File: config.mk
export PLATFORM = sky130hd
export DESIGN_NAME = mux4_rr_arbiter_flat
export DESIGN_NICKNAME = d
export VERILOG_FILES = /design/src/rtl/mux4_rr_arbiter_if.sv /design/src/rtl/mux4_rr_arbiter.sv /design/src/flat_wrapper.sv
export SDC_FILE = /design/constraint.sdc
export NUM_CORES = 1
export LEC_CHECK = 0
export CAP_MARGIN = 20
export CORE_ASPECT_RATIO = 1.4
export CORE_MARGIN = 2
export CORE_UTILIZATION = 23
export CTS_BUF_LIST = sky130_fd_sc_hd__clkbuf_8
export CTS_CLUSTER_SIZE = 14
export DETAILED_ROUTE_END_ITERATION = 10
export MAX_ROUTING_LAYER = met4
export PLACE_DENSITY_LB_ADDON = 0.08
export SYNTH_ARGS = -nofsm -noshare
export SYNTH_HDL_FRONTEND = slang
export SYNTH_SLANG_ARGS = --single-unit
export TNS_END_PERCENT = 1
File: constraint.sdc
create_clock -name clk -period 2.4 [get_ports clk]
set_clock_uncertainty 0.2 [all_clocks]
set_input_delay 0.48 -clock clk [delete_from_list [all_inputs] [get_ports clk]]
set_output_delay 0.48 -clock clk [all_outputs]
set_load 0.01 [all_outputs]
File: src/rtl/mux4_rr_arbiter_if.sv
// Requester/arbiter bundle for mux4_rr_arbiter: request vector in, registered grant and mux selects out.
`timescale 1ns/1ps
interface mux4_rr_arbiter_if #(
  parameter int unsigned CNT_W = 3
);
  logic [3:0]       req;
  logic [3:0]       gnt;
  logic             s0;
  logic             s1;
  logic             valid;
  logic [CNT_W-1:0] hold_cnt;

  modport master (
    output req,
    input  gnt, s0, s1, valid, hold_cnt
  );

  modport slave (
    input  req,
    output gnt, s0, s1, valid, hold_cnt
  );
endinterface

File: src/rtl/mux4_rr_arbiter.sv
// Round-robin arbiter driving the selects of a shared 4-bit 4:1 mux, with MAX_HOLD grant bound.
// Optional: define MUX_ARB_FIXED_PRIO_EN to replace round-robin with fixed priority (req[0] highest).
`timescale 1ns/1ps
module mux4_rr_arbiter #(
  parameter int unsigned MAX_HOLD = 4,
  parameter int unsigned CNT_W    = 3
) (
  input  logic              clk,
  input  logic              rst_n,
  mux4_rr_arbiter_if.slave  bus
);

  typedef enum logic {IDLE, GRANT} state_t;

  state_t           state_q;
  logic [1:0]       owner_q;
  logic [3:0]       gnt_q;
  logic             valid_q;
  logic [CNT_W-1:0] hold_q;

  logic             pick_vld;
  logic [1:0]       pick_idx;
  logic             preempt_ok;

`ifdef MUX_ARB_FIXED_PRIO_EN
  logic [3:0] cand_req;

  // Lowest set index wins; while granted the owner is masked so only others are candidates.
  always_comb begin
    pick_vld = 1'b0;
    pick_idx = '0;
    cand_req = bus.req;
    if (state_q == GRANT) cand_req[owner_q] = 1'b0;
    for (int unsigned i = 0; i < 4; i++) begin
      if (!pick_vld && cand_req[i]) begin
        pick_vld = 1'b1;
        pick_idx = 2'(i);
      end
    end
    preempt_ok = pick_vld && (pick_idx < owner_q);
  end
`else
  logic [1:0] last_q;
  logic [1:0] base;
  logic [1:0] cand;

  // Scan starts after the owner while granted (owner excluded), after last when idle.
  always_comb begin
    pick_vld = 1'b0;
    pick_idx = '0;
    cand     = '0;
    base     = (state_q == GRANT) ? owner_q : last_q;
    for (int unsigned i = 1; i <= 4; i++) begin
      cand = base + 2'(i);
      if (!pick_vld && !((state_q == GRANT) && (cand == owner_q)) && bus.req[cand]) begin
        pick_vld = 1'b1;
        pick_idx = cand;
      end
    end
    preempt_ok = pick_vld;
  end
`endif

  // owner_q doubles as the select register, so it is left untouched on the way to IDLE.
  always_ff @(posedge clk or negedge rst_n) begin
    if (!rst_n) begin
      state_q <= IDLE;
      owner_q <= '0;
      gnt_q   <= '0;
      valid_q <= 1'b0;
      hold_q  <= '0;
`ifndef MUX_ARB_FIXED_PRIO_EN
      last_q  <= 2'd3;
`endif
    end else begin
      case (state_q)
        IDLE: begin
          if (pick_vld) begin
            state_q <= GRANT;
            owner_q <= pick_idx;
            gnt_q   <= 4'b0001 << pick_idx;
            valid_q <= 1'b1;
            hold_q  <= CNT_W'(1);
          end
        end
        GRANT: begin
          if (!bus.req[owner_q]) begin
`ifndef MUX_ARB_FIXED_PRIO_EN
            last_q <= owner_q;
`endif
            if (pick_vld) begin
              owner_q <= pick_idx;
              gnt_q   <= 4'b0001 << pick_idx;
              hold_q  <= CNT_W'(1);
            end else begin
              state_q <= IDLE;
              gnt_q   <= '0;
              valid_q <= 1'b0;
              hold_q  <= '0;
            end
          end else if (hold_q < CNT_W'(MAX_HOLD)) begin
            hold_q <= hold_q + CNT_W'(1);
          end else if (preempt_ok) begin
`ifndef MUX_ARB_FIXED_PRIO_EN
            last_q <= owner_q;
`endif
            owner_q <= pick_idx;
            gnt_q   <= 4'b0001 << pick_idx;
            hold_q  <= CNT_W'(1);
          end
        end
        default: state_q <= IDLE;
      endcase
    end
  end

  assign bus.gnt      = gnt_q;
  assign bus.s0       = owner_q[0];
  assign bus.s1       = owner_q[1];
  assign bus.valid    = valid_q;
  assign bus.hold_cnt = hold_q;

endmodule
File: src/flat_wrapper.sv
// flat-port wrapper written by rule: the top's interface ports become plain ports
module mux4_rr_arbiter_flat 
#(
  parameter int unsigned MAX_HOLD = 4,
  parameter int unsigned CNT_W    = 3
)
  (clk, rst_n, bus_req, bus_gnt, bus_s0, bus_s1, bus_valid, bus_hold_cnt);
  mux4_rr_arbiter_if #(.CNT_W(CNT_W)) bus_i ();
  input  logic clk;
  input  logic rst_n;
  input wire logic [$bits(bus_i.req)-1:0] bus_req;
  output wire logic [$bits(bus_i.gnt)-1:0] bus_gnt;
  output wire logic [$bits(bus_i.s0)-1:0] bus_s0;
  output wire logic [$bits(bus_i.s1)-1:0] bus_s1;
  output wire logic [$bits(bus_i.valid)-1:0] bus_valid;
  output wire logic [$bits(bus_i.hold_cnt)-1:0] bus_hold_cnt;
  assign bus_i.req = bus_req;
  assign bus_gnt = bus_i.gnt;
  assign bus_s0 = bus_i.s0;
  assign bus_s1 = bus_i.s1;
  assign bus_valid = bus_i.valid;
  assign bus_hold_cnt = bus_i.hold_cnt;
  mux4_rr_arbiter #(.MAX_HOLD(MAX_HOLD), .CNT_W(CNT_W)) u_core (.clk(clk), .rst_n(rst_n), .bus(bus_i));
endmodule
Word level (Yosys, flattened, before mapping)
Index checks and enable logic that the tools add are counted.
{"block": "word_totals", "reg_bits": 13, "mem_bits_rw": 0, "input_bits": 6, "mem_bits_ro": 0, "elab_cells": 91, "out_inout_bits": 10, "latch_bits": 0, "memories": 0}
{"block": "classes", "n_mux": 43, "n_reduce_logical": 20, "n_shift": 1, "eq_ne": 10, "n_div": 0, "order_cmp": 6, "n_mul": 0, "bitwise": 1, "n_addsub": 4}
{"op": "2-to-1 mux 2 bit", "n": 11}
{"op": "2-to-1 mux 4 bit", "n": 4}
{"op": "< comparator 2 x 3 -> 1 bit (second input constant)", "n": 5}
{"op": "2-to-1 mux 1 bit", "n": 15}
{"op": "logical AND 1 bit", "n": 11}
{"op": "binary-select mux 1 bit (select 2 bit)", "n": 5}
{"op": "2-to-1 mux 3 bit", "n": 3}
{"op": "equality test 2 bit", "n": 4}
{"op": "one-hot mux 4 bit (2 select lines)", "n": 1}
{"op": "logical NOT 1 bit", "n": 7}
{"op": "!= test 2 bit (second input constant)", "n": 3}
{"op": "one-hot mux 3 bit (2 select lines)", "n": 1}
{"op": "AND reduction 3 bit", "n": 2}
{"op": "adder 2 bit (second input constant)", "n": 2}
{"op": "!= test 2 x 1 -> 1 bit (second input constant)", "n": 2}
{"op": "one-hot mux 1 bit (2 select lines)", "n": 2}
{"op": "one-hot mux 2 bit (2 select lines)", "n": 1}
{"op": "<< shifter 1 x 2 -> 4 bit (first input constant)", "n": 1}
{"op": "adder 3 x 1 -> 3 bit (second input constant)", "n": 1}
{"op": "< comparator 3 bit (second input constant)", "n": 1}
{"op": "!= test 3 bit (second input constant)", "n": 1}
{"op": "adder 2 x 1 -> 2 bit (second input constant)", "n": 1}
{"op": "inverter 1 bit", "n": 1}

Depth between registers and ports, before layout
{"block": "depth", "word_depth": 24, "mapped_depth": 9, "mapped_depth_nobuf": 7}

Worst setup path after synthesis
No wires, ideal clock.
{"block": "synth_path", "path_kind": "in2reg", "start": "in bus_req[2]", "end": "reg u_core.gnt_q[0] (netlist: u_core.bus.gnt[0])", "t_arrival_ns": 2.073, "cell_stages": 9, "required_time_ns": 2.073, "setup_slack_ns": 0.001, "setup_time_ns": 0.127, "path_buffers": 2, "cell_sequence": "buf_2 nor4_1 o21bai_1 a21boi_0 a221oi_2 buf_4 nand3b_4 nor3b_2 o2bb2a_1"}
{"block": "synth_between", "elab_chain_cells": 21, "elab_cells_between_ends": 35, "classes_between": "eq/ne: 1; shift: 1; mux: 23; reduce/logical: 10"}
{"item": "from (decl)", "line": "flat_wrapper.sv:11", "rtl": "input wire logic [$bits(bus_i.req)-1:0] bus_req;"}
{"item": "binary-select mux 1 bit (select 2 bit)", "line": "mux4_rr_arbiter.sv:55", "rtl": "if (!pick_vld && !((state_q == GRANT) && (cand == owner_q)) && bus.req[cand]) begin"}
{"item": "2-to-1 mux 1 bit (implied by the code)", "line": "mux4_rr_arbiter.sv:55"}
{"item": "logical AND 1 bit", "line": "mux4_rr_arbiter.sv:55"}
{"item": "2-to-1 mux 1 bit", "line": "mux4_rr_arbiter.sv:55"}
{"item": "logical NOT 1 bit", "line": "mux4_rr_arbiter.sv:55"}
{"item": "logical AND 1 bit (2 in series)", "line": "mux4_rr_arbiter.sv:55"}
{"item": "2-to-1 mux 1 bit", "line": "mux4_rr_arbiter.sv:55"}
{"item": "logical NOT 1 bit", "line": "mux4_rr_arbiter.sv:55"}
{"item": "[3 not listed]"}
{"item": "logical NOT 1 bit", "line": "mux4_rr_arbiter.sv:55"}
{"item": "logical AND 1 bit (2 in series)", "line": "mux4_rr_arbiter.sv:55"}
{"item": "2-to-1 mux 2 bit", "line": "mux4_rr_arbiter.sv:55"}
{"item": "<< shifter 1 x 2 -> 4 bit", "line": "mux4_rr_arbiter.sv:81, mux4_rr_arbiter.sv:93, mux4_rr_arbiter.sv:108"}
{"item": "2-to-1 mux 4 bit", "line": "mux4_rr_arbiter.sv:78, mux4_rr_arbiter.sv:103"}
{"item": "2-to-1 mux 4 bit", "line": "mux4_rr_arbiter.sv:101", "rtl": "end else if (hold_q < CNT_W'(MAX_HOLD)) begin"}
{"item": "2-to-1 mux 4 bit", "line": "mux4_rr_arbiter.sv:87", "rtl": "if (!bus.req[owner_q]) begin"}
{"item": "one-hot mux 4 bit (2 select lines)", "line": "mux4_rr_arbiter.sv:76", "rtl": "case (state_q)"}
{"item": "to (signal assigned)", "line": "mux4_rr_arbiter.sv:81", "rtl": "gnt_q <= 4'b0001 << pick_idx;"}
{"item": "to (signal assigned)", "line": "mux4_rr_arbiter.sv:93", "rtl": "gnt_q <= 4'b0001 << pick_idx;"}
{"item": "to (signal assigned)", "line": "mux4_rr_arbiter.sv:108", "rtl": "gnt_q <= 4'b0001 << pick_idx;"}
{"item": "to (decl)", "line": "mux4_rr_arbiter.sv:17", "rtl": "logic [3:0] gnt_q;"}
Parallel ways exist; a longest one is shown, timed or not. The select of a mux whose other input is x is not followed.
A chain may end at the register's enable or synchronous reset.

Final worst setup path
{"block": "layout_path", "start": "reg u_core.state_q", "end": "reg u_core.gnt_q[0] (netlist: u_core.bus.gnt[0])"}
{"block": "layout_between", "elab_chain_cells": 24, "elab_cells_between_ends": 50, "classes_between": "add/sub: 3; eq/ne: 5; shift: 1; mux: 22; bitwise: 1; reduce/logical: 18"}
{"item": "from (decl)", "line": "mux4_rr_arbiter.sv:15", "rtl": "state_t state_q;"}
{"item": "from (signal assigned)", "line": "mux4_rr_arbiter.sv:67", "rtl": "state_q <= IDLE;"}
{"item": "from (signal assigned)", "line": "mux4_rr_arbiter.sv:79", "rtl": "state_q <= GRANT;"}
{"item": "from (signal assigned)", "line": "mux4_rr_arbiter.sv:96", "rtl": "state_q <= IDLE;"}
{"item": "2-to-1 mux 2 bit", "line": "mux4_rr_arbiter.sv:52", "rtl": "base = (state_q == GRANT) ? owner_q : last_q;"}
{"item": "adder 2 x 1 -> 2 bit", "line": "mux4_rr_arbiter.sv:54", "rtl": "cand = base + 2'(i);"}
{"item": "equality test 2 bit", "line": "mux4_rr_arbiter.sv:55"}
{"item": "logical AND 1 bit", "line": "mux4_rr_arbiter.sv:55"}
{"item": "logical NOT 1 bit", "line": "mux4_rr_arbiter.sv:55"}
{"item": "logical AND 1 bit", "line": "mux4_rr_arbiter.sv:55"}
{"item": "2-to-1 mux 1 bit", "line": "mux4_rr_arbiter.sv:55"}
{"item": "logical NOT 1 bit", "line": "mux4_rr_arbiter.sv:55"}
{"item": "[7 not listed]"}
{"item": "logical NOT 1 bit", "line": "mux4_rr_arbiter.sv:55"}
{"item": "logical AND 1 bit (2 in series)", "line": "mux4_rr_arbiter.sv:55"}
{"item": "2-to-1 mux 2 bit", "line": "mux4_rr_arbiter.sv:55"}
{"item": "<< shifter 1 x 2 -> 4 bit", "line": "mux4_rr_arbiter.sv:81, mux4_rr_arbiter.sv:93, mux4_rr_arbiter.sv:108"}
{"item": "2-to-1 mux 4 bit", "line": "mux4_rr_arbiter.sv:78, mux4_rr_arbiter.sv:103"}
{"item": "2-to-1 mux 4 bit", "line": "mux4_rr_arbiter.sv:101"}
{"item": "2-to-1 mux 4 bit", "line": "mux4_rr_arbiter.sv:87"}
{"item": "one-hot mux 4 bit (2 select lines)", "line": "mux4_rr_arbiter.sv:76"}
Parallel ways exist; a longest one is shown, timed or not. The select of a mux whose other input is x is not followed.

==> reports/summary.log <==
INFO  outcome        status=completed
INFO  power          power.density=1165nW/um^2
INFO  global_routing wire_length_of_the_first_global_routing_pass=5250um
INFO  synthesis      post_synth.cell_area_avg=8.789um^2
INFO  setup_path     worst_ep_required_time=2.39ns
INFO  power          clock_power_share=10.0%
INFO  placement      final_weighted_congestion_in_routability_driven_placement=0.7508
INFO  timing         fmaxAchievable=419.2MHz
INFO  setup_path     cp.buffers_inverters=0
INFO  route          detail_route.first_pass.iterations=4
INFO  synthesis      synthArstFlopShare=100.0%
INFO  floorplan      die_area=5272um^2
INFO  floorplan      width_of_the_die=61.94um
INFO  finish         layout.cells.non_filler=231
INFO  timing         worstMarginPinSlew=0.5999ns
INFO  job            timing.max_cap.violations=0
INFO  floorplan      die_h=85.12um
INFO  clock_tree     clock_tree.htree_level_count=1
INFO  route          ant_nets=0
INFO  setup_path     launching_element_type_of_the_critical_path=flop
INFO  timing         setup_repair_after_global_routing_missed_its_margin=true
INFO  finish         nets=177
INFO  timing         final-hold-violation-count=0
INFO  clock_tree     clock_sinks=13
INFO  timing         final.period_utilization=99.40%
INFO  route          num_vias=1095
INFO  power          cellLeakagePower=0.0007405uW
INFO  clock_tree     cts_made_buffers=3
INFO  synthesis      post_synth_num_cell_types=44
INFO  setup_path     critPathArrivalTime=2.37ns
INFO  finish         post_route_cells_drive_above_1_share=39.64%
INFO  finish         num_antenna_cells=0
INFO  setup_path     setup_slack_of_the_worst_register_to_register_path=0.01ns
INFO  min_path       hold_path.class=flop to flop
INFO  global_routing maximum_number_of_pins_on_one_net_before_global_route_repair=14
INFO  clock_tree     clk_latency=0.25ns
INFO  synthesis      synthDominantCellAreaShare=25.46%
INFO  setup_path     critPathMaxFanout=8
INFO  synthesis      seq_area_frac_synth=30.32%
INFO  finish         layout.cells.most_common_list=sky130_fd_sc_hd__buf_4, sky130_fd_sc_hd__nand2_1, sky130_fd_sc_hd__clkdlybuf4s50_1, sky130_fd_sc_hd__dfrtp_1, sky130_fd_sc_hd__nor2_1
INFO  timing         slew_headroom=59.88%
INFO  power          power.combinational.fraction=67.4%
INFO  global_routing grt_use_total=13.74%
INFO  timing         slew_viol_final=0
INFO  synthesis      synth_enable_flop_cells=0
INFO  placement      place.detailed.instances=225
INFO  synthesis      synthesis.instances=123
INFO  clock_tree     cts_tree=done
INFO  floorplan      std_cell_rows=29
INFO  finish         layout_commonest_cell=sky130_fd_sc_hd__buf_4
INFO  floorplan      floorplan.io_pins=16
INFO  setup_path     critical_path.cell_chain=mux2_4, mux2_4, o21bai_1, a2111o_1, nand2_2, nor3b_2, o2bb2a_1
INFO  placement      dp_hpwl=2496um
INFO  setup_path     timing_worst_setup_path_type=flop to flop
INFO  power          power.total=1939uW
INFO  power          switching_portion_of_total_power=40.97%
INFO  setup_path     cp_common_cell=sky130_fd_sc_hd__mux2_4
INFO  timing         min_period=2.386ns
INFO  route          wl_per_cell=13.75um
INFO  power          vdd.ir_drop.worst=0.5623mV
INFO  global_routing antenna_found_initial=0
INFO  clock_tree     cts_buffer_depth=2
INFO  placement      place.port_buffers=15
INFO  global_routing aggregate_global_routing_overflow=0
INFO  route          route.detailed.drc=0
INFO  finish         layout-area-overhead-vs-synth=53.94%
INFO  finish         filler_cell_count=488
INFO  synthesis      synth.top_cells.by_area=sky130_fd_sc_hd__dfrtp_1, sky130_fd_sc_hd__nand2_1, sky130_fd_sc_hd__o21ai_0
INFO  synthesis      ys_seq_elements=13
INFO  route          detail_route.iter0.violations=47
INFO  power          p_int=1145uW
INFO  route          detail_route.wirelength=3177um
INFO  power          sw_power=794.3uW
INFO  floorplan      floorplan.initialDensity=23.83%
INFO  timing         setup-violations-final=0
INFO  synthesis      syn_area=1081um^2
INFO  synthesis      syn_nets=130
INFO  synthesis      synth-warning-count=0
INFO  setup_path     cp_top_family=compound AO/OA/AOI/OAI gates
INFO  clock_tree     clk_pin_slew_worst_paths=0.05ns
INFO  clock_tree     hold_buffers=0
INFO  synthesis      synthDominantAreaCellType=sky130_fd_sc_hd__dfrtp_1
INFO  route          route.detailed.vias_per_inst=4.740
INFO  power          seq_power_share=22.6%
INFO  synthesis      ys_dominant_reg_cell=sky130_fd_sc_hd__dfrtp_1
INFO  clock_tree     clock-root-buffer=sky130_fd_sc_hd__clkbuf_8
INFO  setup_path     critical_path.max_stage_delay=0.48ns
INFO  global_routing grt_pass1_vias=1140
INFO  setup_path     cp_slowest_cell=sky130_fd_sc_hd__dfrtp_2
INFO  floorplan      core=4536um^2
INFO  setup_path     worst_setup_path_end_kind=flop
==> final timing paths <==
| path | end | start | cells after the start |
|---|---|---|---|
| max | u_core.bus.gnt[0]$_DFFE_PN0N_ | u_core.state_q$_DFF_PN0_ | 7 |
| min | u_core.bus.gnt[1]$_DFFE_PN0N_ | u_core.bus.gnt[1]$_DFFE_PN0N_ | 1 |
| max reg2reg | u_core.bus.gnt[0]$_DFFE_PN0N_ | u_core.state_q$_DFF_PN0_ | 7 |
| min reg2reg | u_core.bus.gnt[1]$_DFFE_PN0N_ | u_core.bus.gnt[1]$_DFFE_PN0N_ | 1 |
| max in group asynchronous | u_core.state_q$_DFF_PN0_ | rst_n | 1 |
| min in group asynchronous | u_core.bus.gnt[1]$_DFFE_PN0N_ | rst_n | 1 |
==> routing by layer <==
layer	GRT usage (%)	vias up	wire length, um	share of wire [%]
met1	16.04	520	1342	42
met3	0.9146	7	89	2.8
li1	-	540	-	-
met4	6.576	0	89	2.8
met5	-	-	0	0
met2	22.92	28	1655	52
==> synth_stat cells (2+ instances only) <==
library cell and instances:
sky130_fd_sc_hd__nor2_1 9, sky130_fd_sc_hd__a21boi_1 2, sky130_fd_sc_hd__a32o_1 2, sky130_fd_sc_hd__dfrtp_1 11
sky130_fd_sc_hd__nor3_1 4, sky130_fd_sc_hd__nor2b_1 5, sky130_fd_sc_hd__mux2i_1 4, sky130_fd_sc_hd__mux2_4 2
sky130_fd_sc_hd__dfstp_2 2, sky130_fd_sc_hd__o21ai_0 11, sky130_fd_sc_hd__clkbuf_1 4, sky130_fd_sc_hd__inv_1 2
sky130_fd_sc_hd__a21oi_1 3, sky130_fd_sc_hd__buf_2 4, sky130_fd_sc_hd__nor4_1 2, sky130_fd_sc_hd__mux2_2 3
sky130_fd_sc_hd__o21bai_1 3, sky130_fd_sc_hd__xor2_1 2, sky130_fd_sc_hd__nand2b_1 5, sky130_fd_sc_hd__a22oi_1 2
sky130_fd_sc_hd__a21boi_0 3, sky130_fd_sc_hd__nand2_1 15, sky130_fd_sc_hd__nand3_1 2
==> kinds of logic after synthesis <==
| kind of cell | share of synthesized area (%) |
|---|---|
| compound gates | 25.11 |
| xor+xnor | 1.621 |
| fa+ha+maj | 1.157 |
| buf+inv | 5.671 |
| flops | 30.32 |
| mux | 12.96 |
| simple gates | 23.15 |
==> final cells by class <==
class                      count  area (um^2)  area share (%)
inverter                       2        7.507          0.4511
tap                           62        77.57           4.662
clock buffer                   3        41.29           2.481
timing repair buffer          52        427.9           25.71
sequential                    13        329.1           19.77
clock inverter                 1        3.754          0.2256
multi-input combinational     98        777.0           46.69
==> power groups by stage <==
stage | clock (uW) | combinational [uW] | sequential [uW]
after floorplan | 0 | 680 | 412
after global placement | 0 | 1230 | 421
after detailed placement | 0 | 1230 | 420
after CTS | 200 | 1270 | 426
after global routing | 208 | 1430 | 453
final | 194 | 1310 | 437
==> registers in the layout, indices dropped and copies added, names as in the netlist <==
name,cells
u_core.bus.gnt,4
u_core.bus.hold_cnt,3
u_core.bus.valid,1
u_core.last_q,2
u_core.owner_q,2
u_core.state_q,1
==> stage by stage <==
stage	util [%]	setup TNS, ns	hold slack, ns	setup WS, ns	cell area [um^2]
floorplan	-	0	-0.01559	0.0005060	1081
global placement	33.46	-4.333	0.2830	-0.4101	1518
detailed placement	33.46	-4.695	0.2890	-0.4596	1518
CTS	35.28	0	0.3017	0.02313	1600
global route	36.69	-0.3967	0.3195	-0.09324	1664
finish	36.69	0	0.2963	0.01442	1664
==> worst register-to-register path: stages, from the launching register on <==
cell                       delay, ns
sky130_fd_sc_hd__dfrtp_2        0.48
sky130_fd_sc_hd__mux2_4         0.34
sky130_fd_sc_hd__mux2_4         0.31
sky130_fd_sc_hd__o21bai_1       0.17
sky130_fd_sc_hd__a2111o_1       0.43
sky130_fd_sc_hd__nand2_2        0.11
sky130_fd_sc_hd__nor3b_2        0.15
sky130_fd_sc_hd__o2bb2a_1       0.15
==> repair_timing <==
action	4_1_cts	5_1_grt
gates resized for setup	17	12
endpoints found under the setup margin	11	10
pin swaps	1	2
buffers inserted	0	2
Note: power is estimated with default switching activity, not from simulation.
